==> src/rtl/uart_regs_responder.sv <==
// ---------------------------------------------------------------------------
// uart_regs_responder
//   16550-style UART register slave. Holds the DLL/DLM/IER/IIR-FCR/LCR/LSR
//   register map, a TX FIFO feeding an 8N1 serializer and a 16x-oversampling
//   RX deserializer feeding an RX FIFO.
//
// Ports
//   CLK           in   system clock, rising edge
//   RESET         in   synchronous, active-high reset
//   uart_addr_i   in   [2:0] register address
//   uart_wdata_i  in   [7:0] write data
//   uart_we_i     in   write strobe, one write per cycle high
//   uart_re_i     in   read strobe, one read per cycle high
//   uart_rdata_o  out  [7:0] read data, valid the cycle after re
//   uart_tx_o     out  serial out, idle high
//   uart_rx_i     in   serial in, asynchronous
//   uart_irq_o    out  interrupt, active high
//
// Optional feature: define UART_LOOPBACK_EN to get MCR at address 4 with
// MCR[4] looping the TX stream into the RX synchronizer.
// ---------------------------------------------------------------------------
module uart_regs_responder #(
    parameter int unsigned FIFO_AW  = 4,
    parameter logic [15:0] DL_RESET = 16'h000E
) (
    input  logic       CLK,
    input  logic       RESET,
    input  logic [2:0] uart_addr_i,
    input  logic [7:0] uart_wdata_i,
    input  logic       uart_we_i,
    input  logic       uart_re_i,
    output logic [7:0] uart_rdata_o,
    output logic       uart_tx_o,
    input  logic       uart_rx_i,
    output logic       uart_irq_o
);
    localparam int unsigned       DEPTH    = 2 ** FIFO_AW;
    localparam logic [FIFO_AW:0]  FULL_CNT = (FIFO_AW + 1)'(DEPTH);

    typedef enum logic [1:0] {TX_IDLE, TX_START, TX_DATA, TX_STOP} tx_state_t;
    typedef enum logic [1:0] {RX_IDLE, RX_START, RX_DATA, RX_STOP} rx_state_t;

    // ---------------- register file / access decode ----------------
    logic [7:0] dll, dlm, lcr;
    logic [1:0] ier;
    logic       fcr0;
    logic       oe, fe;
    logic       dlab;
    logic       wr_thr, wr_dll, wr_ier, wr_dlm, wr_fcr, wr_lcr;
    logic       rd_rbr, rd_lsr;
    logic       flush_rx, flush_tx;

    assign dlab     = lcr[7];
    assign wr_thr   = uart_we_i && uart_addr_i == 3'd0 && !dlab;
    assign wr_dll   = uart_we_i && uart_addr_i == 3'd0 &&  dlab;
    assign wr_ier   = uart_we_i && uart_addr_i == 3'd1 && !dlab;
    assign wr_dlm   = uart_we_i && uart_addr_i == 3'd1 &&  dlab;
    assign wr_fcr   = uart_we_i && uart_addr_i == 3'd2;
    assign wr_lcr   = uart_we_i && uart_addr_i == 3'd3;
    assign rd_rbr   = uart_re_i && uart_addr_i == 3'd0 && !dlab;
    assign rd_lsr   = uart_re_i && uart_addr_i == 3'd5;
    assign flush_rx = wr_fcr && uart_wdata_i[1];
    assign flush_tx = wr_fcr && uart_wdata_i[2];

`ifdef UART_LOOPBACK_EN
    logic mcr_loop;
`endif

    always_ff @(posedge CLK) begin
        if (RESET) begin
            dll  <= DL_RESET[7:0];
            dlm  <= DL_RESET[15:8];
            lcr  <= '0;
            ier  <= '0;
            fcr0 <= 1'b0;
`ifdef UART_LOOPBACK_EN
            mcr_loop <= 1'b0;
`endif
        end else begin
            if (wr_dll) dll  <= uart_wdata_i;
            if (wr_dlm) dlm  <= uart_wdata_i;
            if (wr_lcr) lcr  <= uart_wdata_i;
            if (wr_ier) ier  <= uart_wdata_i[1:0];
            if (wr_fcr) fcr0 <= uart_wdata_i[0];
`ifdef UART_LOOPBACK_EN
            if (uart_we_i && uart_addr_i == 3'd4) mcr_loop <= uart_wdata_i[4];
`endif
        end
    end

    // ---------------- baud generator ----------------
    logic [15:0] dl, dl_eff, baud_cnt;
    logic        tick;

    assign dl     = {dlm, dll};
    assign dl_eff = (dl == 16'd0) ? 16'd1 : dl;
    assign tick   = (baud_cnt == dl_eff - 16'd1);

    always_ff @(posedge CLK) begin
        if (RESET || wr_dll || wr_dlm) baud_cnt <= '0;
        else if (tick)                 baud_cnt <= '0;
        else                           baud_cnt <= baud_cnt + 16'd1;
    end

    // ---------------- TX FIFO ----------------
    logic [7:0]         tx_mem [DEPTH];
    logic [FIFO_AW-1:0] tx_wp, tx_rp;
    logic [FIFO_AW:0]   tx_cnt;
    logic               tx_empty, tx_full, tx_push, tx_pop;

    assign tx_empty = (tx_cnt == '0);
    assign tx_full  = (tx_cnt == FULL_CNT);
    assign tx_push  = wr_thr && !tx_full;

    always_ff @(posedge CLK) begin
        if (tx_push && !flush_tx) tx_mem[tx_wp] <= uart_wdata_i;
    end

    always_ff @(posedge CLK) begin
        if (RESET || flush_tx) begin
            tx_wp  <= '0;
            tx_rp  <= '0;
            tx_cnt <= '0;
        end else begin
            if (tx_push) tx_wp <= tx_wp + 1'b1;
            if (tx_pop)  tx_rp <= tx_rp + 1'b1;
            if (tx_push && !tx_pop)      tx_cnt <= tx_cnt + 1'b1;
            else if (!tx_push && tx_pop) tx_cnt <= tx_cnt - 1'b1;
        end
    end

    // ---------------- TX serializer ----------------
    tx_state_t  tx_state, tx_next;
    logic [7:0] tx_shift;
    logic [2:0] tx_bit;
    logic [3:0] tx_tick;
    logic       tx_bit_end, tx_serial;

    assign tx_bit_end = tick && (tx_tick == 4'd15);

    always_ff @(posedge CLK) begin
        if (RESET) tx_state <= TX_IDLE;
        else       tx_state <= tx_next;
    end

    // The pop is issued from STOP as well as IDLE so consecutive frames abut.
    always_comb begin
        tx_next = tx_state;
        tx_pop  = 1'b0;
        case (tx_state)
            TX_IDLE: begin
                if (!tx_empty) begin
                    tx_pop  = 1'b1;
                    tx_next = TX_START;
                end
            end
            TX_START: if (tx_bit_end) tx_next = TX_DATA;
            TX_DATA:  if (tx_bit_end && tx_bit == 3'd7) tx_next = TX_STOP;
            TX_STOP: begin
                if (tx_bit_end) begin
                    if (!tx_empty) begin
                        tx_pop  = 1'b1;
                        tx_next = TX_START;
                    end else begin
                        tx_next = TX_IDLE;
                    end
                end
            end
            default: tx_next = TX_IDLE;
        endcase
    end

    always_comb begin
        tx_serial = 1'b1;
        case (tx_state)
            TX_START: tx_serial = 1'b0;
            TX_DATA:  tx_serial = tx_shift[0];
            default:  tx_serial = 1'b1;
        endcase
    end

    always_ff @(posedge CLK) begin
        if (RESET) begin
            tx_shift <= '0;
            tx_bit   <= '0;
            tx_tick  <= '0;
        end else if (tx_pop) begin
            tx_shift <= tx_mem[tx_rp];
            tx_bit   <= '0;
            tx_tick  <= '0;
        end else if (tick) begin
            tx_tick <= tx_tick + 4'd1;
            if (tx_state == TX_DATA && tx_tick == 4'd15) begin
                tx_shift <= tx_shift >> 1;
                tx_bit   <= tx_bit + 3'd1;
            end
        end
    end

    // ---------------- RX synchronizer ----------------
    logic rx_in, rx_s1, rx_s2, rx_prev, rx_fall;

`ifdef UART_LOOPBACK_EN
    assign rx_in     = mcr_loop ? tx_serial : uart_rx_i;
    assign uart_tx_o = mcr_loop ? 1'b1 : tx_serial;
`else
    assign rx_in     = uart_rx_i;
    assign uart_tx_o = tx_serial;
`endif

    always_ff @(posedge CLK) begin
        if (RESET) begin
            rx_s1   <= 1'b1;
            rx_s2   <= 1'b1;
            rx_prev <= 1'b1;
        end else begin
            rx_s1   <= rx_in;
            rx_s2   <= rx_s1;
            rx_prev <= rx_s2;
        end
    end

    assign rx_fall = rx_prev && !rx_s2;

    // ---------------- RX deserializer ----------------
    rx_state_t  rx_state, rx_next;
    logic [7:0] rx_shift;
    logic [2:0] rx_bit;
    logic [3:0] rx_tick;
    logic       rx_bit_end, rx_done;

    assign rx_bit_end = tick && (rx_tick == 4'd15);

    always_ff @(posedge CLK) begin
        if (RESET) rx_state <= RX_IDLE;
        else       rx_state <= rx_next;
    end

    always_comb begin
        rx_next = rx_state;
        case (rx_state)
            RX_IDLE:  if (rx_fall) rx_next = RX_START;
            RX_START: if (tick && rx_tick == 4'd7) rx_next = rx_s2 ? RX_IDLE : RX_DATA;
            RX_DATA:  if (rx_bit_end && rx_bit == 3'd7) rx_next = RX_STOP;
            RX_STOP:  if (rx_bit_end) rx_next = RX_IDLE;
            default:  rx_next = RX_IDLE;
        endcase
    end

    always_comb begin
        rx_done = (rx_state == RX_STOP) && rx_bit_end;
    end

    // The tick count restarts after the start-bit check so that every
    // following sample lands 16 ticks later, i.e. mid-bit.
    always_ff @(posedge CLK) begin
        if (RESET) begin
            rx_shift <= '0;
            rx_bit   <= '0;
            rx_tick  <= '0;
        end else if (rx_state == RX_IDLE) begin
            rx_bit  <= '0;
            rx_tick <= '0;
        end else if (tick) begin
            if (rx_state == RX_START && rx_tick == 4'd7) rx_tick <= '0;
            else                                        rx_tick <= rx_tick + 4'd1;
            if (rx_state == RX_DATA && rx_tick == 4'd15) begin
                rx_shift <= {rx_s2, rx_shift[7:1]};
                rx_bit   <= rx_bit + 3'd1;
            end
        end
    end

    // ---------------- RX FIFO ----------------
    logic [7:0]         rx_mem [DEPTH];
    logic [FIFO_AW-1:0] rx_wp, rx_rp;
    logic [FIFO_AW:0]   rx_cnt;
    logic               rx_empty, rx_full, rx_push, rx_pop, rx_ovf;
    logic [7:0]         rx_last;

    assign rx_empty = (rx_cnt == '0);
    assign rx_full  = (rx_cnt == FULL_CNT);
    assign rx_pop   = rd_rbr && !rx_empty;
    assign rx_push  = rx_done && (!rx_full || rx_pop);
    assign rx_ovf   = rx_done && rx_full && !rx_pop;

    always_ff @(posedge CLK) begin
        if (rx_push && !flush_rx) rx_mem[rx_wp] <= rx_shift;
    end

    always_ff @(posedge CLK) begin
        if (RESET || flush_rx) begin
            rx_wp  <= '0;
            rx_rp  <= '0;
            rx_cnt <= '0;
        end else begin
            if (rx_push) rx_wp <= rx_wp + 1'b1;
            if (rx_pop)  rx_rp <= rx_rp + 1'b1;
            if (rx_push && !rx_pop)      rx_cnt <= rx_cnt + 1'b1;
            else if (!rx_push && rx_pop) rx_cnt <= rx_cnt - 1'b1;
        end
    end

    always_ff @(posedge CLK) begin
        if (RESET)       rx_last <= '0;
        else if (rx_pop) rx_last <= rx_mem[rx_rp];
    end

    // Error flags: a new event in the same cycle as an LSR read is kept.
    always_ff @(posedge CLK) begin
        if (RESET) begin
            oe <= 1'b0;
            fe <= 1'b0;
        end else begin
            if (rd_lsr)             oe <= 1'b0;
            if (rx_ovf)             oe <= 1'b1;
            if (rd_lsr)             fe <= 1'b0;
            if (rx_done && !rx_s2)  fe <= 1'b1;
        end
    end

    // ---------------- status, read mux, interrupt ----------------
    logic       dr, thre, temt;
    logic [7:0] lsr, iir, rd_val;

    assign dr   = !rx_empty;
    assign thre = tx_empty;
    assign temt = tx_empty && (tx_state == TX_IDLE);
    assign lsr  = {1'b0, temt, thre, 1'b0, fe, 1'b0, oe, dr};

    always_comb begin
        if (ier[0] && dr)        iir = 8'h04;
        else if (ier[1] && thre) iir = 8'h02;
        else                     iir = 8'h01;
        if (fcr0) iir = iir | 8'hC0;
    end

    always_comb begin
        rd_val = '0;
        case (uart_addr_i)
            3'd0: rd_val = dlab ? dll : (rx_empty ? rx_last : rx_mem[rx_rp]);
            3'd1: rd_val = dlab ? dlm : {6'b0, ier};
            3'd2: rd_val = iir;
            3'd3: rd_val = lcr;
`ifdef UART_LOOPBACK_EN
            3'd4: rd_val = {3'b0, mcr_loop, 4'b0};
`endif
            3'd5: rd_val = lsr;
            default: rd_val = '0;
        endcase
    end

    always_ff @(posedge CLK) begin
        if (RESET) begin
            uart_rdata_o <= '0;
            uart_irq_o   <= 1'b0;
        end else begin
            if (uart_re_i) uart_rdata_o <= rd_val;
            uart_irq_o <= (ier[0] && dr) || (ier[1] && thre);
        end
    end

endmodule
==> config.mk <==
export PLATFORM = sky130hd
export DESIGN_NAME = uart_regs_responder
export DESIGN_NICKNAME = d
export VERILOG_FILES = /design/src/rtl/uart_regs_responder.sv
export SDC_FILE = /design/constraint.sdc
export NUM_CORES = 1
export LEC_CHECK = 0
export CAP_MARGIN = 40
export CORE_ASPECT_RATIO = 1.75
export CORE_MARGIN = 2
export CORE_UTILIZATION = 55
export DETAILED_ROUTE_END_ITERATION = 6
export HOLD_SLACK_MARGIN = 0.05
export PLACE_DENSITY_LB_ADDON = 0.2
export SYNTH_ARGS = -nofsm -noshare
export SYNTH_HDL_FRONTEND = slang
export SYNTH_SLANG_ARGS = --single-unit
==> constraint.sdc <==
create_clock -name CLK -period 7 [get_ports CLK]
set_input_delay 0.7 -clock CLK [delete_from_list [all_inputs] [get_ports CLK]]
set_output_delay 0.7 -clock CLK [all_outputs]
set_load 0.02 [all_outputs]
==> results of run 1 <==
[state kept, by name (all words and copies together), names as in the netlist, 3 cells and up, named ones only]
register,count
rx_wp,4
tx_tick,4
rx_mem,128
rx_cnt,5
tx_cnt,5
lcr,8
tx_bit,3
rx_bit,3
rx_last,8
tx_wp,4
uart_rdata_o,8
tx_mem,128
rx_tick,4
tx_shift,8
tx_rp,4
rx_shift,8
dlm,8
dll,8
rx_rp,4
baud_cnt,16
[kinds of logic after synthesis]
logic type | after synthesis
AOI/OAI and AO/OA | 162
xor gates and xnor gates | 45
adders and majority gates | 33
buffers and inverters | 96
DFF | 389
muxes | 111
and+or+nand+nor | 400
[routing by layer]
layer  up-vias  wire [um]
met2       289      22300
met1      5079      12900
li1       4716          -
met4         0       2830
met3       124       1840
met5         -          0
[worst max-delay path by stage]
| stage | startpoint | depth (start not counted) | endpoint |
|---|---|---|---|
| floorplan | dll[7] | 23 | rx_cnt[4] |
| global placement | dll[7] | 20 | rx_cnt[4] |
| detailed placement | dll[7] | 20 | rx_cnt[4] |
| CTS | dlm[6] | 20 | rx_cnt[4] |
| global route | dll[7] | 20 | rx_cnt[4] |
| finish | dll[7] | 20 | rx_cnt[4] |
[layout make-up]
cell class	instances	area, um^2
fillers	2249	11300
flip-flops and latches	389	10400
multi-input cells	751	5970
clock buffers	40	937
well taps	387	484
repair buffers	45	418
clock inverters	23	354
inverters	26	97.6
[worst max-delay path, delay by kind of cell (launching register included)]
family | cells | cell delay (ns)
compound gates | 4 | 0.61
flops | 1 | 0.60
buf+inv | 2 | 0.32
mux | 1 | 0.18
simple gates | 9 | 2.90
fa+ha+maj | 3 | 0.90
xor+xnor | 1 | 0.09
[cell usage in the layout (no fill, tap or decap), drive strengths merged, types with 7 or more instances in the layout]
cell type,Yosys,layout
o31ai,7,7
nand2b,7,7
clkbuf,46,40
edfxtp,256,256
clkdlybuf4s50,0,24
o21ai,27,27
clkinv,3,10
or3,13,13
ha,31,31
or4,10,10
xor2,27,27
a211oi,12,12
nand3,37,37
nor2,81,81
mux4,80,80
a21oi,71,71
dfxtp,133,133
mux2i,31,31
inv,23,24
nor4,11,11
buf,24,21
nor3b,12,12
xnor2,17,17
nand2,127,127
bufinv,0,9
nand4,14,14
nor3,29,29
and3,28,28
[synthesized netlist by cell type (17+ instances only)]
cell type    n
mux4_2      80
xnor2_1     17
dfxtp_1    133
o21ai_0     26
nor2_1      81
clkbuf_1    46
edfxtp_1   256
mux2i_1     31
xor2_1      27
a21oi_1     70
nand3_1     37
inv_1       22
nor3_1      29
nand2_1    127
and3_1      28
ha_1        31
[metrics by stage]
stage          cell area [um^2]  instances  worst slack [ns]  util [%]
5_1_grt                   18600       1661             0.760      62.1
2_1_floorplan             16700       1236              2.01         -
3_5_place_dp              17300       1598              1.43      57.8
3_3_place_gp              17300       1594              1.55      57.7
6_report                  18600       1661              1.31      62.1
4_1_cts                   18600       1661              1.37      62.1
[power breakdown]
part / switching [uW] / total (uW) / leakage [uW] / internal (uW)
registers: 37.1 / 2500 / 0.00372 / 2470
clock network: 841 / 2140 / 0.000610 / 1300
logic: 299 / 510 / 0.00219 / 211
total: 1180 / 5150 / 0.00652 / 3980
==> impl_results.md, run 1 <==
* Die area at 31800 um^2
* RR Startpoint: dll[7]
* Initial Util at 55.8%
* Total grt overflow at 0
* Syn avg cell area at 13.5 um^2
* Ports at 26
* Met1 Use GR at 24.4%
* Post-synthesis compound-gate area fraction at 6.14%
* Wire per inst at 24.0 um
* Main flop type after synthesis: edfxtp_1
* Critical path arrival at 6.14 ns
* First-pass GRT wire length at 60200 um
* Setup crit start kind: register
* Die H at 235 um
* VDD IR-drop max at 271 uV
* Crit-path cells: nor4_4 -> and4_1 -> a21oi_1 -> ha_1 -> nor3b_4 -> nand4b_1 -> mux2i_1 -> or3_1 -> nor4_2 -> nor4bb_1 -> buf_4 -> and3_1 -> ha_1 -> inv_1 -> fa_1 -> a21o_1 -> a21oi_1 -> xnor2_1 -> or3_1 -> a21oi_1
* Via count at 10208
* Simple-gate share of the synthesized area at 12.0%
* XOR/XNOR share of the synthesized area at 2.44%
* # Post-CTS Setup Buffers at 0
* CTS max path bufs at 3
* Tot GR Track Use at 25.8%
* P per Cell Area at 277 nW/um^2
* Worst-Margin Slew at 0.974 ns
* Multiplexer area fraction after synthesis at 12.6%
* Status: finished clean
* GRT met3 Usage at 4.20%
* Fin Clk Skew at 0.0144 ns
* Final setup viols at 0
* Total wire length at 39900 um
* Synth Instances at 1236
* GPL Wtd Cong at 1.00
* Tcrit/Tclk final at 81.2%
* Synth Cell Area at 16700 um^2
* FP Rows at 84
* Synth unique cells at 69
* Minimum clock period at 5.69 ns
* Unrepaired setup endpoints after global routing: false
* Largest area contributor in the netlist: edfxtp_1
* Yosys top cell area share at 46.0%
* CTS sink count at 389
* LEAKAGE at 0.00652 uW
* EDFF count, synth at 256
* Post-Synth Adder-Cell Area at 2.56%
* Post-synth net total at 1285
* Worst path slowest cell: dfxtp_1
* Number of global-route vias before repair at 10387
* Most Crowded Layer GR: met2
* YS warnings at 0
* Crit end category: register
* DR iter-0 viols at 794
* Die W at 136 um
* R2R Path End: rx_cnt[4]
* Drt via density at 6.15
* R2R Setup Slk at 1.31 ns
* Largest family of logic cells by synthesized area: multiplexers
* Root Driver: clkbuf_16
* Critical path's most frequent cell: a21oi_1
* Hold_buf cts at 0
* Clk_lat worst skew at 0.53 ns
* # DRC at 0
* Dpl hpwl at 28100 um
* IO buf count at 25
* R2R depth at 20
* Hold Startpoint: rx_s1
* Final hold violation count at 0
* Fraction of layout cells with a size suffix above 1 at 13.6%
* Final Power at 5150 uW
* Share of the yosys chip area belonging to registers at 62.0%
* F_max at 176 MHz
* Worst hold path type: reg -> reg
* Layout area overhead at 11.5%
* Fraction of registers with async set/reset at 0%
* Antenna violations before repair at 1
* Synth area leaders: edfxtp_1 46%, dfxtp_1 16%, mux4_2 11%
* Largest net degree at the start of global routing at 68
* Hold depth at 1
* CP required at 7.45 ns
* Diode count at 0
* Hold Path End: rx_s2
* Seq cells post-synth at 389
* MaxCap Viol Count at 0
* CTS tree: yes
* Total Neg Setup Slack at 0 ns
* Slew headroom at 34.9%
* Max-slew violations at 0
* CTS buffer count at 36
* Number of nets still failing antenna checks after routing at 0
* First-pass DRT Iterations at 5
* Core area at 30000 um^2
* Clk pin slew, worst setup/hold paths at 0.06 ns
* H-tree levels at 2
* Crit Path Class: reg -> reg
* Met2 usage at 50.1%
* Post-cts repair resize count at 0
* Nets@finish at 1298
* Fin Hold WS at 0.415 ns
* Critical Path Fanout Max at 17
* Max stage delay on crit path at 0.60 ns
No activity file was read; power rests on OpenSTA's default activity.
==> inputs of run 2 (changes only) <==
clock period = 4.63 ns   (was 7 ns; I/O delays follow)
==> impl_results.md, run 2 (synthesis gave the netlist of run 1 again) <==
* Status: finished clean
* Setup crit start kind: register
* Nets@finish at 1337 (+3.0%)
* Tcrit/Tclk final at 97.8% (+17 points)
* CP required at 5.09 ns (-2.36 ns)
* CTS max path bufs at 3 (unchanged)
* Final hold violation count at 0 (unchanged)
* Crit Path Class: reg -> reg
* R2R Path End: tx_cnt[4]
* Die H at 235 um (unchanged)
* R2R Setup Slk at 0.10 ns (-1.21 ns)
* Fin Clk Skew at 0.0140 ns (-0.000341 ns)
* Clk pin slew, worst setup/hold paths at 0.07 ns (about the same)
* DR iter-0 viols at 609 (-23%)
* Number of nets still failing antenna checks after routing at 0 (unchanged)
* Fillers at 2248 (-0.044%)
* CTS buffer count at 35 (-2.8%)
* Clk_lat worst skew at 0.54 ns (about the same)
* Hold Startpoint: rx_s1
* P per Cell Area at 405 nW/um^2 (+46%)
* Crit end category: register
* Critical Path Fanout Max at 8 (-9)
* Worst-Margin Slew at 0.955 ns (-0.0187 ns)
* Core area at 30000 um^2 (unchanged)
* Max-slew violations at 0 (unchanged)
* R2R depth at 22 (+10%)
* Dpl hpwl at 29500 um (+5.0%)
* Largest net degree at the start of global routing at 67 (-1.5%)
* Hold Path End: rx_s2
* H-tree levels at 2 (unchanged)
* Fin Hold WS at 0.412 ns (-0.00267 ns)
* VDD IR-drop max at 376 uV (+39%)
* RR Startpoint: dll[7]
* Worst hold path type: reg -> reg
* Multi-input logic area at 6060 um^2 (+1.5%)
* Register area at 10400 um^2 (about the same)
* Number of global-route vias before repair at 10842 (+4.4%)
* Slew headroom at 36.1% (+1.2 points)
* Drt via density at 6.14 (about the same)
* LEAKAGE at 0.00671 uW (+3.0%)
* Ports at 26 (unchanged)
* FP Rows at 84 (unchanged)
* Diode count at 0 (unchanged)
* Critical path arrival at 4.98 ns (-1.16 ns)
* GPL Wtd Cong at 0.989 (-1.4%)
* CTS sink count at 389 (unchanged)
* Unrepaired setup endpoints after global routing: true
* Fraction of layout cells with a size suffix above 1 at 17.5% (+3.9 points)
* Most common cell after layout, fill and taps aside: edfxtp_1
* Antenna violations before repair at 0 (-1)
* IO buf count at 25 (unchanged)
* Total wire length at 40600 um (+1.6%)
* Initial Util at 55.8% (unchanged)
* Layout area overhead at 13.6%
* CTS tree: yes
* F_max at 221 MHz (+26%)
* Wire per inst at 23.8 um (-0.76%)
* First-pass DRT Iterations at 5 (unchanged)
* Via count at 10445 (+2.3%)
* Tot GR Track Use at 26.6% (+0.78 points)
* Minimum clock period at 4.53 ns (-1.16 ns)
* Final setup viols at 0 (unchanged)
* Die area at 31800 um^2 (unchanged)
* Root Driver: clkbuf_16
* First-pass GRT wire length at 62400 um (+3.6%)
* Die W at 136 um (unchanged)
* Hold depth at 1 (unchanged)
* Total grt overflow at 0 (unchanged)
* Biggest regs: rx_mem: 128 flops, tx_mem: 128 flops, baud_cnt: 16 flops
* Most frequent cells in the layout: 256 x edfxtp_1, 127 x nand2_1, 124 x dfxtp_1, 80 x nor2_1, 80 x mux4_2
* # DRC at 0 (unchanged)
* Total Neg Setup Slack at 0 ns (unchanged)
* MaxCap Viol Count at 0 (unchanged)
[run 2: cell types whose count changed in the layout (fill, tap and decap cells not counted), sizes merged]
cell and delta:
clkbuf +13, bufinv -3, clkinv -6, buf +40
clkinvlp -4
[run 2: worst max path at each step]
| stage | endpoint | slack, ns | cells after the start | from |
|---|---|---|---|---|
| after floorplan | rx_cnt[4] | 0.03 | 23 | dlm[0] |
| after global placement | rx_cnt[4] | -0.06 | 20 | dlm[2] |
| after detailed placement | rx_cnt[4] | -0.09 | 20 | dlm[0] |
| after CTS | tx_cnt[4] | -0.001 | 21 | dlm[2] |
| after global routing | rx_cnt[4] | -0.11 | 20 | dll[4] |
| final | tx_cnt[4] | 0.10 | 22 | dll[7] |
[run 2: worst max-delay path, stage by stage (launching register included)]
cell	delay [ns]
dfxtp_2	0.34
nor4_4	0.29
and4_4	0.29
a21oi_2	0.06
ha_2	0.19
nor3b_4	0.17
and3_1	0.15
o21a_1	0.16
o32a_1	0.38
nor4_4	0.29
buf_4	0.15
buf_4	0.10
a41oi_2	0.12
nor2_2	0.21
inv_4	0.09
ha_2	0.20
inv_2	0.09
ha_1	0.27
a21o_1	0.21
a21oi_2	0.15
xnor2_1	0.08
or3_1	0.30
a21oi_1	0.14
[run 2: timing repair]
action | in CTS | in global routing
hold endpoints to repair | 0 | 0
setup buffers | 0 | 6
resized for setup | 5 | 16
endpoints found under the setup margin | 2 | 4
pin swaps | 0 | 12
hold buffers | 0 | 0
[run 2: per-layer routing]
metal | routed length [um] | vias to the layer above | track usage [%] | share of wire [%]
met5 | 0 | - | 0 | 0
met4 | 3480 | 0 | 19.8 | 8.6
met3 | 1840 | 137 | 4.03 | 4.5
met2 | 22300 | 340 | 50.2 | 55
met1 | 13000 | 5173 | 25.6 | 32
li1 | - | 4795 | - | -
[run 2: layout make-up]
cell class	count	share of cell area (%)
Clock buffer	53	5.30
Clock inverter	10	1.08
Sequential cell	389	54.6
Inverter	26	0.541
Timing Repair Buffer	85	3.92
Tap cell	387	2.55
Multi-Input combinational cell	751	32.0
[run 2: power by group]
part / total (uW) / internal, uW / switching [uW]
registers: 3800 / 3730 / 72.1
clock network: 3080 / 1840 / 1230
logic: 810 / 345 / 465
[run 2: through the flow]
stage | util (%) | cells | area [um^2] | setup slack, ns | total power [uW]
CTS | 63.0 | 1695 | 18900 | -0.00121 | 7720
detailed placement | 58.9 | 1632 | 17600 | -0.0897 | 4670
finish | 63.3 | 1701 | 19000 | 0.104 | 7690
floorplan | - | 1236 | 16800 | 0.0312 | 4390
global placement | 58.7 | 1627 | 17600 | -0.0631 | 4660
global route | 63.3 | 1701 | 19000 | -0.106 | 7930
==> inputs of run 3 (changes only) <==
clock period = 5.7 ns   (was 4.63 ns; I/O delays follow)
==> impl_results.md, run 3 (synthesis gave the netlist of run 1 again) <==
* Biggest regs: rx_mem: 128 flops, tx_mem: 128 flops, baud_cnt: 16 flops
* Crit-path cells: nor3_1 -> and4_1 -> a21oi_1 -> ha_1 -> nor3b_4 -> nand4b_1 -> mux2i_1 -> or3_1 -> nor4_4 -> nor4bb_1 -> and3_1 -> ha_1 -> inv_1 -> fa_1 -> a21o_1 -> a21oi_1 -> xnor2_1 -> or3_1 -> a21oi_1
* Layout area overhead at 11.4%
* Register area at 10400 um^2 (about the same)
* Fraction of layout cells with a size suffix above 1 at 14.1% (-3.5 points)
* Number of nets still failing antenna checks after routing at 0 (unchanged)
* R2R Setup Slk at 0.33 ns (+0.22 ns)
* Crit end category: register
* R2R depth at 19 (-14%)
* CP bufs+invs at 1 (-3)
* Initial Util at 55.8% (unchanged)
* Diode count at 0 (unchanged)
* Tot GR Track Use at 25.7% (-0.91 points)
* Hold depth at 1 (unchanged)
* Hold_buf cts at 0 (unchanged)
* # Post-CTS Setup Buffers at 0 (unchanged)
* Worst hold path type: reg -> reg
* Total Neg Setup Slack at 0 ns (unchanged)
* Clk_lat worst skew at 0.54 ns (about the same)
* Worst path slowest cell: dfxtp_1
* Die W at 136 um (unchanged)
* Final hold violation count at 0 (unchanged)
* Post-cts repair resize count at 0 (-5)
* Non-filler cells, final at 1668 (-1.9%)
* Status: finished clean
* Root Driver: clkbuf_16
* LEAKAGE at 0.00654 uW (-2.6%)
* R2R Path End: rx_cnt[4]
* Max-slew violations at 0 (unchanged)
* VDD IR-drop max at 295 uV (-22%)
* Dpl ws at 0.367 ns (+0.457 ns)
* Total grt overflow at 0 (unchanged)
* Critical Path Fanout Max at 10 (+2)
* Fin Clk Skew at 0.0160 ns (+0.00193 ns)
* RR Startpoint: dlm[5]
* Clk pin slew, worst setup/hold paths at 0.06 ns (about the same)
* F_max at 186 MHz (-16%)
* Wire per inst at 23.7 um (-0.74%)
* Die H at 235 um (unchanged)
* Most frequent cells in the layout: 256 x edfxtp_1, 131 x dfxtp_1, 127 x nand2_1, 81 x nor2_1, 80 x mux4_2
* Setup crit start kind: register
* CTS sink count at 389 (unchanged)
* DR iter-0 viols at 668 (+9.7%)
* Crit Path Class: reg -> reg
* CTS tree: yes
* Critical path arrival at 5.82 ns (+0.84 ns)
* Hold Path End: rx_s2
* Hold Startpoint: rx_s1
* Post-layout util at 62.1% (-1.2 points)
* Placed insts at 1607 (-1.5%)
* IO buf count at 25 (unchanged)
* First-pass GRT wire length at 60400 um (-3.2%)
* Minimum clock period at 5.37 ns (+0.846 ns)
* Family with the most delay on the worst path: simple AND/OR/NAND/NOR gates
* Dpl hpwl at 28100 um (-4.8%)
* Most common cell after layout, fill and taps aside: edfxtp_1
* MaxCap Viol Count at 0 (unchanged)
* Fillers at 2313 (+2.9%)
* CTS buffer count at 37 (+5.7%)
* FP Rows at 84 (unchanged)
* Core area at 30000 um^2 (unchanged)
* # DRC at 0 (unchanged)
* Antenna violations before repair at 0 (unchanged)
* Drt via density at 6.17 (+0.47%)
* Final setup viols at 0 (unchanged)
* Worst-Margin Slew at 0.905 ns (-0.0508 ns)
* Max stage delay on crit path at 0.50 ns (+0.12 ns)
* Die area at 31800 um^2 (unchanged)
* Final setup margin at 0.328 ns (+0.224 ns)
* H-tree levels at 2 (unchanged)
* Slew headroom at 39.5% (+3.4 points)
* Largest net degree at the start of global routing at 67 (unchanged)
* Multi-input logic area at 5980 um^2 (-1.3%)
* CP required at 6.15 ns (+1.06 ns)
* Nets@finish at 1308 (-2.2%)
* GPL Wtd Cong at 0.953 (-3.6%)
* Number of global-route vias before repair at 10579 (-2.4%)
* CTS max path bufs at 3 (unchanged)
* Total wire length at 39500 um (-2.7%)
* Tcrit/Tclk final at 94.2% (-3.5 points)
* P per Cell Area at 334 nW/um^2 (-18%)
* Ports at 26 (unchanged)
* First-pass DRT Iterations at 7 (+2)
* Via count at 10291 (-1.5%)
* Unrepaired setup endpoints after global routing: false
* Critical path's most frequent cell: a21oi_1
[run 3: layout make-up]
| type | instances | area share, % |
|---|---|---|
| clock buffer | 42 | 5.13 |
| multi-input combinational | 751 | 32.2 |
| tap | 387 | 2.60 |
| clock inverter | 19 | 1.36 |
| sequential | 389 | 55.6 |
| inverter | 26 | 0.524 |
| timing repair buffer | 54 | 2.61 |
[run 3: power breakdown]
part	switching (uW)	internal [uW]	total [uW]	leakage [uW]
Sequential	45.3	3030	3070	0.00372
Combinational	376	272	648	0.00224
Clock	1030	1470	2500	0.000581
[run 3: worst max-delay path by stage]
stage                endpoint  cells after the start  slack (ns)    from
global route        rx_cnt[4]                     19        0.05  dlm[5]
finish              rx_cnt[4]                     19        0.33  dlm[5]
floorplan           rx_cnt[4]                     23        0.71  dll[7]
CTS                 rx_cnt[4]                     19        0.24  dll[4]
global placement    rx_cnt[4]                     19        0.49  dll[4]
detailed placement  rx_cnt[4]                     19        0.37  dll[4]
[run 3: per-layer routing]
metal,routed length [um],up-vias,track usage [%]
met5,0,-,0
met4,2690,0,16.0
met3,1650,119,3.73
met2,22300,310,50.3
met1,12800,5133,24.6
li1,-,4729,-
[run 3: per-stage QoR]
step | area, um^2 | hold slack (ns) | total power (uW)
floorplan | 16700 | 0.389 | 3560
global placement | 17300 | 0.403 | 3760
detailed placement | 17400 | 0.400 | 3780
CTS | 18600 | 0.428 | 6260
global route | 18600 | 0.436 | 6420
finish | 18600 | 0.420 | 6220
